[config.mk]
export PLATFORM = sky130hd
export DESIGN_NAME = mdu
export DESIGN_NICKNAME = d
export VERILOG_FILES = /design/src/rtl/mdu_pkg.sv /design/src/rtl/mdu_step.sv /design/src/rtl/mdu.sv
export SDC_FILE = /design/constraint.sdc
export NUM_CORES = 1
export LEC_CHECK = 0
export BUFFER_PORTS_ARGS = -buffer_cell sky130_fd_sc_hd__buf_2
export CAP_MARGIN = 20
export CORE_ASPECT_RATIO = 0.5
export CORE_MARGIN = 1
export CORE_UTILIZATION = 29
export CTS_BUF_LIST = sky130_fd_sc_hd__clkbuf_2 sky130_fd_sc_hd__clkbuf_4 sky130_fd_sc_hd__clkbuf_8
export CTS_CLUSTER_DIAMETER = 50
export DETAILED_ROUTE_END_ITERATION = 6
export PLACE_DENSITY = 0.48
export SLEW_MARGIN = 20
export SYNTH_ARGS = -nofsm -noshare
export SYNTH_HDL_FRONTEND = slang
export SYNTH_SLANG_ARGS = --single-unit
export TNS_END_PERCENT = 50
[constraint.sdc]
create_clock -name clk -period 5.7 [get_ports clk]
set_input_delay 0.57 -clock clk [delete_from_list [all_inputs] [get_ports clk]]
set_output_delay 0.57 -clock clk [all_outputs]
set_load 0.05 [all_outputs]
[src/rtl/mdu_pkg.sv]
// Shared definitions for the iterative multiply/divide unit: operation codes,
// FSM state encodings and small decode helpers.
package mdu_pkg;

    typedef enum logic [1:0] {
        MDU_MULTU = 2'b00,
        MDU_MULT  = 2'b01,
        MDU_DIVU  = 2'b10,
        MDU_DIV   = 2'b11
    } mdu_op_t;

    typedef enum logic [1:0] {
        IDLE = 2'b00,
        RUN  = 2'b01,
        FIX  = 2'b10
    } mdu_state_t;

    // Bit 1 of the op code selects divide, bit 0 selects signed.
    function automatic logic op_is_div(input mdu_op_t o);
        return o[1];
    endfunction

    function automatic logic op_is_signed(input mdu_op_t o);
        return o[0];
    endfunction

endpackage

[src/rtl/mdu_step.sv]
// One iteration of the multiply/divide engine, purely combinational.
// Multiply: shift-add, LSB-first; the accumulator shifts right and the new
//           partial sum enters at the top.
// Divide:   restoring shift-subtract, MSB-first; the upper half holds the
//           partial remainder and quotient bits shift into the lower half.
module mdu_step
    import mdu_pkg::*;
#(
    parameter int wide = 32
) (
    input  logic              is_div,
    input  logic [2*wide-1:0] acc,
    input  logic [wide-1:0]   operand,
    input  logic              bit_in,
    output logic [2*wide-1:0] acc_next
);

    logic [wide:0]   mul_sum;
    logic [wide:0]   rem_shift;
    logic            rem_ge;
    logic [wide-1:0] rem_sub;

    // Compute both candidate next-accumulators and select by mode.
    always_comb begin
        mul_sum   = {1'b0, acc[2*wide-1:wide]} + (bit_in ? {1'b0, operand} : '0);
        rem_shift = {acc[2*wide-1:wide], bit_in};
        rem_ge    = (rem_shift >= {1'b0, operand});
        // When the subtract succeeds the true difference is below the divisor,
        // so the low bits alone carry it exactly.
        rem_sub   = rem_shift[wide-1:0] - operand;
        acc_next  = '0;
        if (is_div) begin
            if (rem_ge) begin
                acc_next = {rem_sub, acc[wide-2:0], 1'b1};
            end else begin
                acc_next = {rem_shift[wide-1:0], acc[wide-2:0], 1'b0};
            end
        end else begin
            acc_next = {mul_sum, acc[wide-1:1]};
        end
    end

endmodule

[src/rtl/mdu.sv]
// Iterative multiply/divide unit owning the HI/LO registers.
// IDLE accepts an issue (or an MTHI/MTLO write), RUN performs exactly `wide`
// iterations, FIX applies sign correction and writes HI/LO, then a one-cycle
// done pulse is raised back in IDLE.
module mdu
    import mdu_pkg::*;
#(
    parameter int wide = 32
) (
    input  logic            clk,
    input  logic            rst,
    input  logic            start,
    input  logic [1:0]      op,
    input  logic [wide-1:0] a,
    input  logic [wide-1:0] b,
    input  logic            we_hi,
    input  logic            we_lo,
    input  logic [wide-1:0] wd,
    output logic            busy,
    output logic            done,
    output logic [wide-1:0] hi,
    output logic [wide-1:0] lo
);

    localparam int              CNT_W    = (wide > 1) ? $clog2(wide) : 1;
    localparam logic [CNT_W-1:0] CNT_LOAD = CNT_W'(wide - 1);

    mdu_state_t        state_reg;
    logic [CNT_W-1:0]  cnt_reg;
    mdu_op_t           op_reg;
    logic              neg_q_reg;      // product sign, or quotient sign
    logic              neg_r_reg;      // remainder sign (sign of dividend)
    logic              div_zero_reg;   // divide with a zero divisor
    logic [2*wide-1:0] acc_reg;
    logic [wide-1:0]   src_reg;        // multiplier / dividend, consumed one bit per cycle
    logic [wide-1:0]   opd_reg;        // multiplicand / divisor
    logic [wide-1:0]   hi_reg;
    logic [wide-1:0]   lo_reg;
    logic              busy_reg;
    logic              done_reg;

    mdu_op_t           op_in;
    logic              sgn_in;
    logic              a_neg;
    logic              b_neg;
    logic [wide-1:0]   a_mag;
    logic [wide-1:0]   b_mag;

    logic              step_bit;
    logic [2*wide-1:0] acc_next;

    logic [2*wide-1:0] prod_fix;
    logic [wide-1:0]   quo_fix;
    logic [wide-1:0]   rem_fix;
    logic [wide-1:0]   fix_hi;
    logic [wide-1:0]   fix_lo;

    // Accept-time operand conditioning: magnitudes and signs for signed ops.
    always_comb begin
        op_in  = mdu_op_t'(op);
        sgn_in = op_is_signed(op_in);
        a_neg  = sgn_in & a[wide-1];
        b_neg  = sgn_in & b[wide-1];
        a_mag  = a_neg ? -a : a;
        b_mag  = b_neg ? -b : b;
    end

    // Multiply consumes the multiplier LSB-first, divide the dividend MSB-first.
    always_comb begin
        step_bit = op_is_div(op_reg) ? src_reg[wide-1] : src_reg[0];
    end

    mdu_step #(
        .wide(wide)
    ) u_step (
        .is_div   (op_is_div(op_reg)),
        .acc      (acc_reg),
        .operand  (opd_reg),
        .bit_in   (step_bit),
        .acc_next (acc_next)
    );

    // Sign correction of the finished unsigned result.
    always_comb begin
        prod_fix = (op_is_signed(op_reg) & neg_q_reg) ? -acc_reg : acc_reg;
        quo_fix  = (op_is_signed(op_reg) & neg_q_reg) ? -acc_reg[wide-1:0] : acc_reg[wide-1:0];
        rem_fix  = (op_is_signed(op_reg) & neg_r_reg) ? -acc_reg[2*wide-1:wide]
                                                      : acc_reg[2*wide-1:wide];
        if (op_is_div(op_reg)) begin
            // A zero divisor leaves the remainder equal to |a|; restoring the
            // dividend sign reproduces the raw dividend for DIV as well.
            fix_hi = rem_fix;
            fix_lo = div_zero_reg ? '1 : quo_fix;
        end else begin
            fix_hi = prod_fix[2*wide-1:wide];
            fix_lo = prod_fix[wide-1:0];
        end
    end

    // Control FSM, datapath registers and HI/LO, all with registered outputs.
    always_ff @(posedge clk or negedge rst) begin
        if (!rst) begin
            state_reg    <= IDLE;
            cnt_reg      <= '0;
            op_reg       <= MDU_MULTU;
            neg_q_reg    <= 1'b0;
            neg_r_reg    <= 1'b0;
            div_zero_reg <= 1'b0;
            acc_reg      <= '0;
            src_reg      <= '0;
            opd_reg      <= '0;
            hi_reg       <= '0;
            lo_reg       <= '0;
            busy_reg     <= 1'b0;
            done_reg     <= 1'b0;
        end else begin
            done_reg <= 1'b0;
            case (state_reg)
                IDLE: begin
                    if (start) begin
                        state_reg    <= RUN;
                        busy_reg     <= 1'b1;
                        cnt_reg      <= CNT_LOAD;
                        op_reg       <= op_in;
                        neg_q_reg    <= a_neg ^ b_neg;
                        neg_r_reg    <= a_neg;
                        div_zero_reg <= op_is_div(op_in) & (b == '0);
                        acc_reg      <= '0;
                        src_reg      <= a_mag;
                        opd_reg      <= b_mag;
                        // Multiply iterates over b, so swap roles for it.
                        if (!op_is_div(op_in)) begin
                            src_reg <= b_mag;
                            opd_reg <= a_mag;
                        end
                    end else begin
                        if (we_hi) hi_reg <= wd;
                        if (we_lo) lo_reg <= wd;
                    end
                end
                RUN: begin
                    acc_reg <= acc_next;
                    if (op_is_div(op_reg)) begin
                        src_reg <= {src_reg[wide-2:0], 1'b0};
                    end else begin
                        src_reg <= {1'b0, src_reg[wide-1:1]};
                    end
                    if (cnt_reg == '0) begin
                        state_reg <= FIX;
                    end else begin
                        cnt_reg <= cnt_reg - 1'b1;
                    end
                end
                FIX: begin
                    hi_reg    <= fix_hi;
                    lo_reg    <= fix_lo;
                    state_reg <= IDLE;
                    busy_reg  <= 1'b0;
                    done_reg  <= 1'b1;
                end
                default: begin
                    state_reg <= IDLE;
                    busy_reg  <= 1'b0;
                end
            endcase
        end
    end

    assign busy = busy_reg;
    assign done = done_reg;
    assign hi   = hi_reg;
    assign lo   = lo_reg;

endmodule

## Yosys cells after proc, flatten, opt, wreduce, memory -nomap -nowiden

Cells that the tools add are included.

| word-level totals | value |
|---|---|
| register bits | 206 |
| bits of input ports | 103 |

| operators by class | value |
|---|---|
| order comparisons | 1 |
| bitwise gates (word level) | 7 |
| reductions and logical operators | 12 |
| equal/unequal tests | 8 |
| $add $sub $neg | 8 |
| mux-type cells | 34 |

Operators by type and width:

| operator | count |
|---|---|
| 32-bit two-way mux | 16 |
| 64-bit two-way mux | 4 |
| 32-bit one-hot mux with 2 select lines | 3 |
| 32-bit negation | 4 |
| 64-bit one-hot mux with 2 select lines | 1 |
| 64-bit negation | 1 |
| 32-bit by 33-bit adder with 33-bit output | 1 |
| 33-bit by 32-bit >= comparator with 1-bit output | 1 |
| 32-bit zero test | 1 |
| 32-bit subtractor | 1 |
| 2-bit != test, second input constant | 6 |
| 5-bit two-way mux | 2 |
| 5-bit one-hot mux with 2 select lines | 1 |
| 3-bit AND reduction | 3 |
| 2-bit AND reduction | 4 |
| 1-bit AND | 5 |
| 5-bit zero test | 1 |
| 5-bit by 1-bit subtractor with 5-bit output, second input constant | 1 |
| 2-bit two-way mux | 2 |
| 2-bit one-hot mux with 2 select lines | 1 |
| 2-bit nonzero test | 2 |
| 1-bit two-way mux | 3 |
| 2-bit by 1-bit equality test with 1-bit output, second input constant | 1 |
| 2-bit equality test, second input constant | 1 |
| 4 further kinds | 4 |

## Depth between registers and ports, before layout

Gate-level depths: netlist of the first run.

| depth | value |
|---|---|
| depth after elaboration | 5 |
| mapped depth | 18 |

## By module

Synthesis of the first run repeated with hierarchy kept, for this count alone.

| unflattened totals | value |
|---|---|
| cell total of the unflattened synthesis | 2,166 |
| area total of the unflattened synthesis | 17,724.5 um2 |

By module, submodules not included:

| module | seq. area each (um2) | times used | cells each | area an instance (um2) |
|---|---|---|---|---|
| mdu | 5,154.9 | 1 | 1,415 | 12,660.9 |
| mdu_step | 0.0 | 1 | 751 | 5,063.6 |

## Worst setup path after synthesis of the first run

Ideal clock, no wire load.

| timing | value |
|---|---|
| path kind | register -> register |
| start point | register op_reg[1] |
| end point | register acc_reg[62] |
| required time | 5,579 ps |
| library setup time | 121 ps |
| setup slack | 1,733 ps |
| arrival time | 3,846 ps |
| stages on the path, launching flop included | 17 |
| cells stage by stage | dfrtp_1 clkbuf_1 buf_1 mux2i_1 clkbuf_1 ha_1 fa_1 nor2b_1 o31a_1 o31ai_1 a31oi_1 a311oi_1 o21ai_1 a211oi_1 a31oi_1 o22a_1 a22o_1 |

| on the way | value |
|---|---|
| word-level cells in the longest chain between the ends | 5 |

RTL lines:

| what | RTL line | RTL |
|---|---|---|
| start, declared | mdu.sv:30 | `mdu_op_t op_reg;` |
| start signal, assigned | mdu.sv:124 | `op_reg <= op_in;` |
| 1-bit two-way mux | mdu.sv:70 | `step_bit = op_is_div(op_reg) ? src_reg[wide-1] : src_reg[0];` |
| 32-bit two-way mux, or another cell as far along | mdu_step.sv:25 | `mul_sum = {1'b0, acc[2*wide-1:wide]} + (bit_in ? {1'b0, operand} : '0);` |
| 32-bit by 33-bit adder with 33-bit output / 64-bit two-way mux (equally long branches) | mdu_step.sv:25, mdu_step.sv:33 |  |
| 64-bit two-way mux (*) | mdu_step.sv:32 | `if (is_div) begin` |
| 64-bit one-hot mux with 2 select lines (*) | mdu.sv:118 | `case (state_reg)` |
| end signal, assigned | mdu.sv:142 | `acc_reg <= acc_next;` |
| end, declared | mdu.sv:34 | `logic [2*wide-1:0] acc_reg;` |

Mark *: on every way between the ends. The rest lies on a longest branch, timed or not.
A chain may end at the register's enable or synchronous reset.

## Worst setup path in the final report of the first run

Same ends and word-level chain as after synthesis.

==> results of run 1 <==
==> per-stage QoR <==
step                area, um2  hold slack, ns
floorplan               16600           0.274
global placement        18100           0.463
detailed placement      18100           0.466
CTS                     19000          0.0986
global route            19000           0.126
finish                  19000          0.0799
==> power by group through the flow <==
stage | Clock, W | Sequential, W | Combinational [W]
6_report | 0.00177 | 0.00301 | 0.00806
5_1_grt | 0.00189 | 0.00312 | 0.00888
4_1_cts | 0.00183 | 0.00302 | 0.00802
3_5_place_dp | 0 | 0.00304 | 0.00799
3_3_place_gp | 0 | 0.00303 | 0.00802
2_1_floorplan | 0 | 0.00344 | 0.00533
==> final timing paths <==
| path | startpoint | end | slack (ns) | depth (start not counted) |
|---|---|---|---|---|
| max | op_reg[1] | acc_reg[62] | 1.56 | 14 |
| min in group clk | wd[13] | lo[13] | 0.23 | 2 |
| max reg2reg | op_reg[1] | acc_reg[62] | 1.56 | 14 |
| min reg2reg | lo[17] | lo[17] | 0.47 | 2 |
| max in group asynchronous | rst | acc_reg[11] | 4.25 | 2 |
| min | rst | opd_reg[1] | 0.08 | 1 |
==> worst register-to-register path, cell delays in order (launching register included) <==
cell                       delay (ns)
sky130_fd_sc_hd__dfrtp_4         0.49
sky130_fd_sc_hd__mux2i_2         0.16
sky130_fd_sc_hd__buf_4           0.36
sky130_fd_sc_hd__ha_1            0.29
sky130_fd_sc_hd__fa_1            0.22
sky130_fd_sc_hd__nor2b_1         0.08
sky130_fd_sc_hd__o31a_1          0.31
sky130_fd_sc_hd__o31ai_1         0.55
sky130_fd_sc_hd__a31oi_1         0.26
sky130_fd_sc_hd__a311oi_1        0.44
sky130_fd_sc_hd__o21ai_1         0.13
sky130_fd_sc_hd__a211oi_1        0.26
sky130_fd_sc_hd__a31oi_1         0.08
sky130_fd_sc_hd__o22a_1          0.21
sky130_fd_sc_hd__a22o_1          0.19
==> placed cells by master, fill, tap and decap left out, drive strengths merged, types with 25 or more instances in the layout <==
| cell | count |
|---|---|
| a21o | 27 |
| buf | 190 |
| o21ai | 205 |
| dfrtp | 206 |
| o31ai | 25 |
| nor2 | 156 |
| nor3 | 37 |
| xnor2 | 97 |
| a21oi | 171 |
| o211ai | 47 |
| xor2 | 80 |
| ha | 71 |
| mux2i | 100 |
| clkbuf | 60 |
| nand2 | 217 |
| nand3 | 66 |
| a211oi | 51 |
| inv | 67 |
==> synth_stat cells (18+ instances only) <==
library cell                 n  area, um2
sky130_fd_sc_hd__a211oi_1   50        375
sky130_fd_sc_hd__a21o_1     27        203
sky130_fd_sc_hd__a21oi_1   170        851
sky130_fd_sc_hd__a221o_1    18        180
sky130_fd_sc_hd__a31oi_1    21        131
sky130_fd_sc_hd__buf_1      26       97.6
sky130_fd_sc_hd__clkbuf_1   91        342
sky130_fd_sc_hd__dfrtp_1   206       5150
sky130_fd_sc_hd__ha_1       71        888
sky130_fd_sc_hd__inv_1      66        248
sky130_fd_sc_hd__mux2i_1   100       1000
sky130_fd_sc_hd__nand2_1   216        811
sky130_fd_sc_hd__nand2b_1   22        138
sky130_fd_sc_hd__nand3_1    66        330
sky130_fd_sc_hd__nor2_1    156        586
sky130_fd_sc_hd__nor3_1     35        175
sky130_fd_sc_hd__o211ai_1   47        353
sky130_fd_sc_hd__o21ai_0   196        981
sky130_fd_sc_hd__o22ai_1    22        138
sky130_fd_sc_hd__o31ai_1    25        188
sky130_fd_sc_hd__xnor2_1    97        850
sky130_fd_sc_hd__xor2_1     80        701
==> routing by layer <==
metal	track usage [%]	share of wire (%)
met5	0	0.017
met4	5.26	2.3
met3	2.76	5.2
met2	29.4	42
met1	29.2	51
==> cell type report <==
type                            count  area (um2)
Fill cell                        5949       37000
Timing Repair Buffer              190        1040
Antenna cell                        1        2.50
Sequential cell                   206        5160
Clock inverter                     11         180
Clock buffer                       60         763
Tap cell                          756         946
Multi-Input combinational cell   1638       10700
Inverter                           66         248
==> cell families after synthesis <==
group / count (synthesis) / synth area share [%]
simple gates: 611 / 17.5
buf+inv: 195 / 4.59
mux: 100 / 6.04
flops: 206 / 31.1
compound gates: 677 / 25.8
xor+xnor: 177 / 9.35
fa+ha+maj: 73 / 5.60
==> metrics.sh, run 1 <==
TIMING.CRITICAL_PATH.BUF_INV=1
HP-CLASS='primary input to asynchronous set/reset pin'
YS_SEQ_AREA_SHARE_PCT=31.1
SLEW_VIOL_FINAL=0
SYNTH_AREA_PER_CELL_UM2=8.13
TRITONCTS='yes'
DIE-HEIGHT_UM=171
COMBINATIONALPOWERSHARE_PCT=62.7
CRITICAL_PATH.STARTPOINT_TYPE='flip-flop'
GRT.OVERFLOW.TOTAL=0
LAYOUT-AREA-OVERHEAD-VS-SYNTH_PCT=14.9
CTSHTREEMAXLEVEL=2
FIRST_PASS_ITERS=5
PERIOD_NEEDED_NS=4.14
DIE_WIDTH_UM=340
IOPINCOUNT=169
ARRIVAL_NS=4.59
RSZ0062_AT_GRT='no'
VIA_PER_INST=5.32
POWER.TOTAL_W=0.0129
GRT_MAX_DEGREE=136
PLACE.DETAILED.HPWL_MM=43.6
INITIAL_DETAILED_ROUTING_VIOLATION_COUNT=1093
TOTALWIRELENGTH_MM=58.0
COUNT_OF_PLACED_STANDARD_CELLS_IN_THE_FINAL_LAYOUT_FILLERS_LEFT_OUT=2928
ROUTED-VIA-COUNT=15600
SYNTH_ASYNC_SR_FLOP_SHARE_PCT=100
COUNT_OF_MAX_CAP_CONSTRAINT_VIOLATIONS=0
SYNTH_SEQ_CELLS=206
POST-PLACE-WS_NS=1.59
STD_CELL_ROWS=61
CTS_HOLD_BUF=0
POWER.IR.VDD_WORST_V=0.000341
CRITPATHREQUIREDTIME_NS=6.15
INTPOWER_W=0.00608
FINAL_WORST_PATH_PERIOD_SHARE_PCT=72.6
FIN_UTIL_PCT=34.0
SYNTH-EDFF-COUNT=0
DRT.ANTENNA.VIOLATING_NETS=0
ANTENNA_FOUND_INITIAL=3
FINAL_LAYOUT_SIZE_SUFFIX_GT1_SHARE_PCT=14.0
SYNTHESIS.YOSYS.WARNINGS=0
CTS_MAX_PATH_BUFFERS=3
FINAL-SETUP-VIOL-COUNT=0
GRT_FIRST_PASS_WIRELENGTH_MM=89.9
DESIGN.FINAL.NETS=2317
ROUTED_WIRE_LENGTH_PER_INSTANCE_UM=19.8
MAPPEDNETLISTAREA_UM2=16600
DRC_ERRORS=0
NET_COUNT_AFTER_SYNTHESIS=2215
FULL_DIE_AREA_UM2=58200
FINALHOLDVIOLCOUNT=0
CTS-BUFFERS-INSERTED=39
CLKPWRFRAC_PCT=13.8
CLOCK_NET_SINK_COUNT=206
CLOCK_INSERTION_DELAY_WORST_SKEW_NS=0.59
CRITICAL_PATH.TOP_DELAY_FAMILY='compound AO/OA/AOI/OAI gates'
CRITICAL_PATH.MOST_COMMON_CELL='sky130_fd_sc_hd__a31oi_1'
TIMING.CRITICAL_PATH.CELLS='mux2i_2 > buf_4 > ha_1 > fa_1 > nor2b_1 > o31a_1 > o31ai_1 > a31oi_1 > a311oi_1 > o21ai_1 > a211oi_1 > a31oi_1 > o22a_1 > a22o_1'
FIN_SETUP_TNS_NS=0
YS_FLOP_TYPE='sky130_fd_sc_hd__dfrtp_1'
POST_SYNTH_INST_COUNT=2039
SWITCHING_POWER_TOTAL_W=0.00677
STATUS='finished, final reports clean'
FLIP_FLOP_COUNT_OF_THE_LARGEST_REGISTER_AFTER_LAYOUT=64
TIMING.SETUP.CRITICAL_PATH_CLASS='flip-flop to flip-flop'
CTS.REPAIR_TIMING.SETUP_BUFFER_COUNT=0
TRACK_USAGE_PCT=19.7
FMAX_GHz=0.242
LAYOUT_SETUP_WS_NS=1.56
CORE_REGION_AREA_UM2=56000
POST_CTS.RESIZED_INSTANCES=0
YOSYS.CELL_TYPES.COUNT=82
SWSHARE_PCT=52.7
WORST_PATH_LARGEST_CELL_DELAY_NS=0.54
WORST-PATH-MAX-FANOUT=32
CLK_SLEW_ON_WORST_S_H_PATHS_NS=0.07
SHARE_OF_POWER_BURNED_IN_REGISTERS_PCT=23.5
DP_CELLS=2856
POWER-PER-CELL-AREA_nW_PER_UM2=675
STARTING_DENSITY_OF_THE_CORE_PCT=29.6
PLACE_CONGESTION=0.888
CLOCK_TREE.ROOT_CELL='sky130_fd_sc_hd__clkbuf_8'
TIMING.SLEW.HEADROOM_PCT=35.7
TIGHTESTPINTRANSITION_NS=0.965
PLACEMENT.IO_BUFFERS=168
P_LEAK_nW=7.95
CRITPATHCAPTURETYPE='flip-flop'
POST_ROUTE_CLOCK_SKEW_NS=0.0358
FIRST_GLOBAL_VIAS=15000
WORST_PATH_MAX_DELAY_CELL='sky130_fd_sc_hd__o31ai_1'
Power figures use the tool's default switching activity.
==> inputs of run 2 (changes only) <==
--- a/config.mk
+++ b/config.mk
@@ -5,6 +5,7 @@
 export SDC_FILE = /design/constraint.sdc
 export NUM_CORES = 1
 export LEC_CHECK = 0
+export ABC_AREA = 1
 export BUFFER_PORTS_ARGS = -buffer_cell sky130_fd_sc_hd__buf_2
 export CAP_MARGIN = 20
 export CORE_ASPECT_RATIO = 0.5
==> constraint.sdc (replaced) <==
create_clock -name clk -period 4.3 [get_ports clk]
set_input_delay 0.43 -clock clk [delete_from_list [all_inputs] [get_ports clk]]
set_output_delay 0.43 -clock clk [all_outputs]
set_load 0.05 [all_outputs]
==> run 2 against run 1 <==
Effect of this change:
- first-iteration DRC count grew 47%
- wire length grew 50%
- die area grew 19%
- setup slack lost 0.80 ns
- non-clock buffer count grew 15
- total power grew 65%
- clock skew grew 0.0059 ns
- core utilization shrank 0.78 points
- clock power grew 15%
- sequential share of layout area shrank 3.9 points
- area after synthesis grew 19%
- critical path type unchanged
==> metrics.sh, run 2 <==
STATUS='finished, final reports clean'
COMBINATIONALPOWERSHARE_PCT=71.5
TIMING.SETUP.CRITICAL_PATH_CLASS='flip-flop to flip-flop'
DIE_WIDTH_UM=371
SWITCHING_POWER_TOTAL_W=0.0127
MOST_COMMON_LIBRARY_CELL_IN_THE_LAYOUT_IGNORING_FILL_AND_TAPS='sky130_fd_sc_hd__nand2_1'
CTS.REPAIR_TIMING.SETUP_BUFFER_COUNT=0
PLACE_CONGESTION=0.962
NETLIST_TOP_CELLS_COUNT='990 x sky130_fd_sc_hd__nand2_1, 440 x sky130_fd_sc_hd__inv_1, 354 x sky130_fd_sc_hd__nor2_1, 339 x sky130_fd_sc_hd__nand3_1, 206 x sky130_fd_sc_hd__dfrtp_1'
YS_FLOP_TYPE='sky130_fd_sc_hd__dfrtp_1'
CLOCK_NET_SINK_COUNT=206
YS_SEQ_AREA_SHARE_PCT=26.2
TIMING.SLEW.HEADROOM_PCT=26.5
SHARE_OF_POWER_BURNED_IN_REGISTERS_PCT=18.9
FINAL_WORST_PATH_PERIOD_SHARE_PCT=82.4
TIGHTESTPINTRANSITION_NS=1.10
SYNTH-EDFF-COUNT=0
HP-CLASS='primary input to flip-flop'
POST_SYNTH_INST_COUNT=3286
FIN_UTIL_PCT=33.2
CTS-BUFFERS-INSERTED=39
POWER-PER-CELL-AREA_nW_PER_UM2=952
LAYOUT_SETUP_WS_NS=0.755
FMAX_GHz=0.282
VIA_PER_INST=5.10
LAYOUT-AREA-OVERHEAD-VS-SYNTH_PCT=13.1
NUM-FILL-CELLS=7612
TRITONCTS='yes'
INITIAL_DETAILED_ROUTING_VIOLATION_COUNT=1611
CTSHTREEMAXLEVEL=2
CLKPWRFRAC_PCT=9.6
CLK_SLEW_ON_WORST_S_H_PATHS_NS=0.07
RSZ0062_AT_GRT='no'
PLACE.DETAILED.HPWL_MM=69.1
IOPINCOUNT=169
WORST_PATH_LARGEST_CELL_DELAY_NS=0.66
ANTENNA_FOUND_INITIAL=2
WORST-PATH-MAX-FANOUT=42
CRITICAL_PATH.STARTPOINT_TYPE='flip-flop'
LAYOUT_COMMON_CELLS='989 x sky130_fd_sc_hd__nand2_1, 437 x sky130_fd_sc_hd__inv_1, 353 x sky130_fd_sc_hd__nor2_1, 339 x sky130_fd_sc_hd__nand3_1, 205 x sky130_fd_sc_hd__dfrtp_1'
CTS_MAX_PATH_BUFFERS=3
FINAL_LAYOUT_SIZE_SUFFIX_GT1_SHARE_PCT=9.95
YOSYS.CELL_TYPES.COUNT=52
SYNTHESIS.YOSYS.WARNINGS=0
STARTING_DENSITY_OF_THE_CORE_PCT=29.4
COUNT_OF_MAX_CAP_CONSTRAINT_VIOLATIONS=0
FLIP_FLOP_COUNT_OF_THE_LARGEST_REGISTER_AFTER_LAYOUT=64
REGISTER_CELL_AREA_AFTER_LAYOUT_UM2=5160
SYNTH_AREA_PER_CELL_UM2=6.00
DRC_ERRORS=0
SYNTH_SEQ_CELLS=206
SWSHARE_PCT=59.9
CRITPATHREQUIREDTIME_NS=4.80
SYNTH_TOP_AREA_SHARE_PCT=26.2
FINALHOLDVIOLCOUNT=0
CORE_REGION_AREA_UM2=67100
GRT.OVERFLOW.TOTAL=0
POST-PLACE-WS_NS=0.714
NET_COUNT_AFTER_SYNTHESIS=3462
TIMING.CRITICAL_PATH.CELLS='o21ai_2 > buf_4 > nor2_1 > ha_1 > nand2_1 > nor2_1 > inv_1 > nor2_1 > nand4_1 > nand4_1 > nand3_1 > nand2_1 > inv_1 > nand3_1 > nand2_1'
DIE-HEIGHT_UM=186
ROUTED-VIA-COUNT=22100
FIRST_GLOBAL_VIAS=21000
FIRST_PASS_ITERS=5
POST_ROUTE_CLOCK_SKEW_NS=0.0417
MULTI_INPUT_AREA_UM2=12400
DESIGN.FINAL.NETS=3591
SYNTH_ASYNC_SR_FLOP_SHARE_PCT=100
SYNTH_MOST_COMMON_CELL='sky130_fd_sc_hd__nand2_1'
POWER.IR.VDD_WORST_V=0.000293
TRACK_USAGE_PCT=24.7
PERIOD_NEEDED_NS=3.54
GRT_FIRST_PASS_WIRELENGTH_MM=130
DRT.ANTENNA.VIOLATING_NETS=0
INTPOWER_W=0.00850
FIN_SETUP_TNS_NS=0
MAPPEDNETLISTAREA_UM2=19700
ARRIVAL_NS=4.04
SYNTH_TOP_CELL_BY_AREA='sky130_fd_sc_hd__dfrtp_1'
ROUTED_WIRE_LENGTH_PER_INSTANCE_UM=20.1
CLOCK_INSERTION_DELAY_WORST_SKEW_NS=0.61
GRT_MAX_DEGREE=101
CLOCK_TREE.ROOT_CELL='sky130_fd_sc_hd__clkbuf_8'
P_LEAK_nW=11.3
PLACEMENT.IO_BUFFERS=168
CRITPATHCAPTURETYPE='flip-flop'
WORST_PATH_MAX_DELAY_CELL='sky130_fd_sc_hd__dfrtp_4'
FULL_DIE_AREA_UM2=69000
TOTALWIRELENGTH_MM=87.0
SYNTHTOPCELLSBYAREA='sky130_fd_sc_hd__dfrtp_1 26%, sky130_fd_sc_hd__nand2_1 19%, sky130_fd_sc_hd__nand3_1 8.6%, sky130_fd_sc_hd__inv_1 8.4%, sky130_fd_sc_hd__nor2_1 6.7%'
STD_CELL_ROWS=67
FINAL-SETUP-VIOL-COUNT=0
SLEW_VIOL_FINAL=0
==> run 2: changes by cell type after synthesis, moves of 18 or more <==
| cell | previous run | this run |
|---|---|---|
| sky130_fd_sc_hd__a21o_1 | 27 | 1 |
| sky130_fd_sc_hd__nand2b_1 | 22 | 0 |
| sky130_fd_sc_hd__nand4_1 | 10 | 57 |
| sky130_fd_sc_hd__a211oi_1 | 50 | 0 |
| sky130_fd_sc_hd__xor2_1 | 80 | 40 |
| sky130_fd_sc_hd__a221o_1 | 18 | 0 |
| sky130_fd_sc_hd__nor2_1 | 156 | 354 |
| sky130_fd_sc_hd__nand2_1 | 216 | 990 |
| sky130_fd_sc_hd__inv_1 | 66 | 440 |
| sky130_fd_sc_hd__nand3_1 | 66 | 339 |
| sky130_fd_sc_hd__xnor2_1 | 97 | 27 |
| sky130_fd_sc_hd__o21ai_0 | 196 | 175 |
| sky130_fd_sc_hd__mux2i_1 | 100 | 0 |
| sky130_fd_sc_hd__o31ai_1 | 25 | 2 |
==> run 2: per-stage QoR <==
step	hold slack (ns)	power, W	area, um2	instances
final	0.0945	0.0212	22300	4336
after global routing	0.0752	0.0231	22300	4336
after CTS	0.0444	0.0211	22300	4334
after detailed placement	0.470	0.0190	21500	4270
after global placement	0.471	0.0190	21500	4270
after floorplan	0.134	0.0142	19700	3286
==> run 2: timing repair <==
action | 4_1_cts | 5_1_grt
endpoints found under the hold margin | 97 | 0
gates resized for setup | 0 | 0
hold buffers | 1 | 0
setup endpoints to repair | 0 | 0
==> run 2: cells by family (layout without fill, tap and decap cells) <==
group	Yosys count	in the layout	synth area share (%)
AOI/OAI and AO/OA	514	514	15.0
DFF	206	206	26.2
xor gates and xnor gates	67	67	2.98
buffers and inverters	569	720	11.1
other	0	2	0
adders and majority gates	73	73	4.71
and+or+nand+nor	1857	1857	40.0
==> run 2: layout make-up <==
type	instances	share of cell area, %
Multi-Input combinational cell	2511	55.6
Timing Repair Buffer	205	5.13
Sequential cell	206	23.2
Inverter	452	7.62
Antenna cell	2	0.0225
Clock inverter	10	0.427
Tap cell	897	5.04
Clock buffer	53	3.02
==> run 2: worst paths after layout <==
check | startpoint | to | slack, ns | depth (start not counted)
min | wd[0] | lo[0] | 0.09 | 3
min reg2reg | lo[3] | lo[3] | 0.48 | 2
max in group asynchronous | rst | acc_reg[59] | 2.75 | 3
max reg2reg | op_reg[1] | acc_reg[50] | 0.76 | 15
max | op_reg[1] | acc_reg[50] | 0.76 | 15
min in group asynchronous | rst | lo[3] | 0.47 | 2
==> run 2: layer usage <==
| layer | GRT usage (%) | up-vias | wire length (um) |
|---|---|---|---|
| met5 | 0 | - | 0 |
| met4 | 5.62 | 0 | 1960 |
| met3 | 3.30 | 115 | 5030 |
| met2 | 37.3 | 689 | 36800 |
| met1 | 37.0 | 10400 | 43200 |
| li1 | - | 10900 | - |
==> run 2: power by group through the flow <==
stage,registers (W),logic [W],clock network (W)
5_1_grt,0.00411,0.0168,0.00218
4_1_cts,0.00396,0.0150,0.00210
3_5_place_dp,0.00400,0.0150,0
6_report,0.00400,0.0152,0.00203
2_1_floorplan,0.00460,0.00961,0
3_3_place_gp,0.00399,0.0150,0
==> run 2: critical path: cells and delay by family (launching register included) <==
kind,cells,cell delay (ns)
AOI/OAI and AO/OA,1,0.40
adders and majority gates,1,0.40
buffers and inverters,3,0.55
DFF,1,0.66
and+or+nand+nor,10,1.41
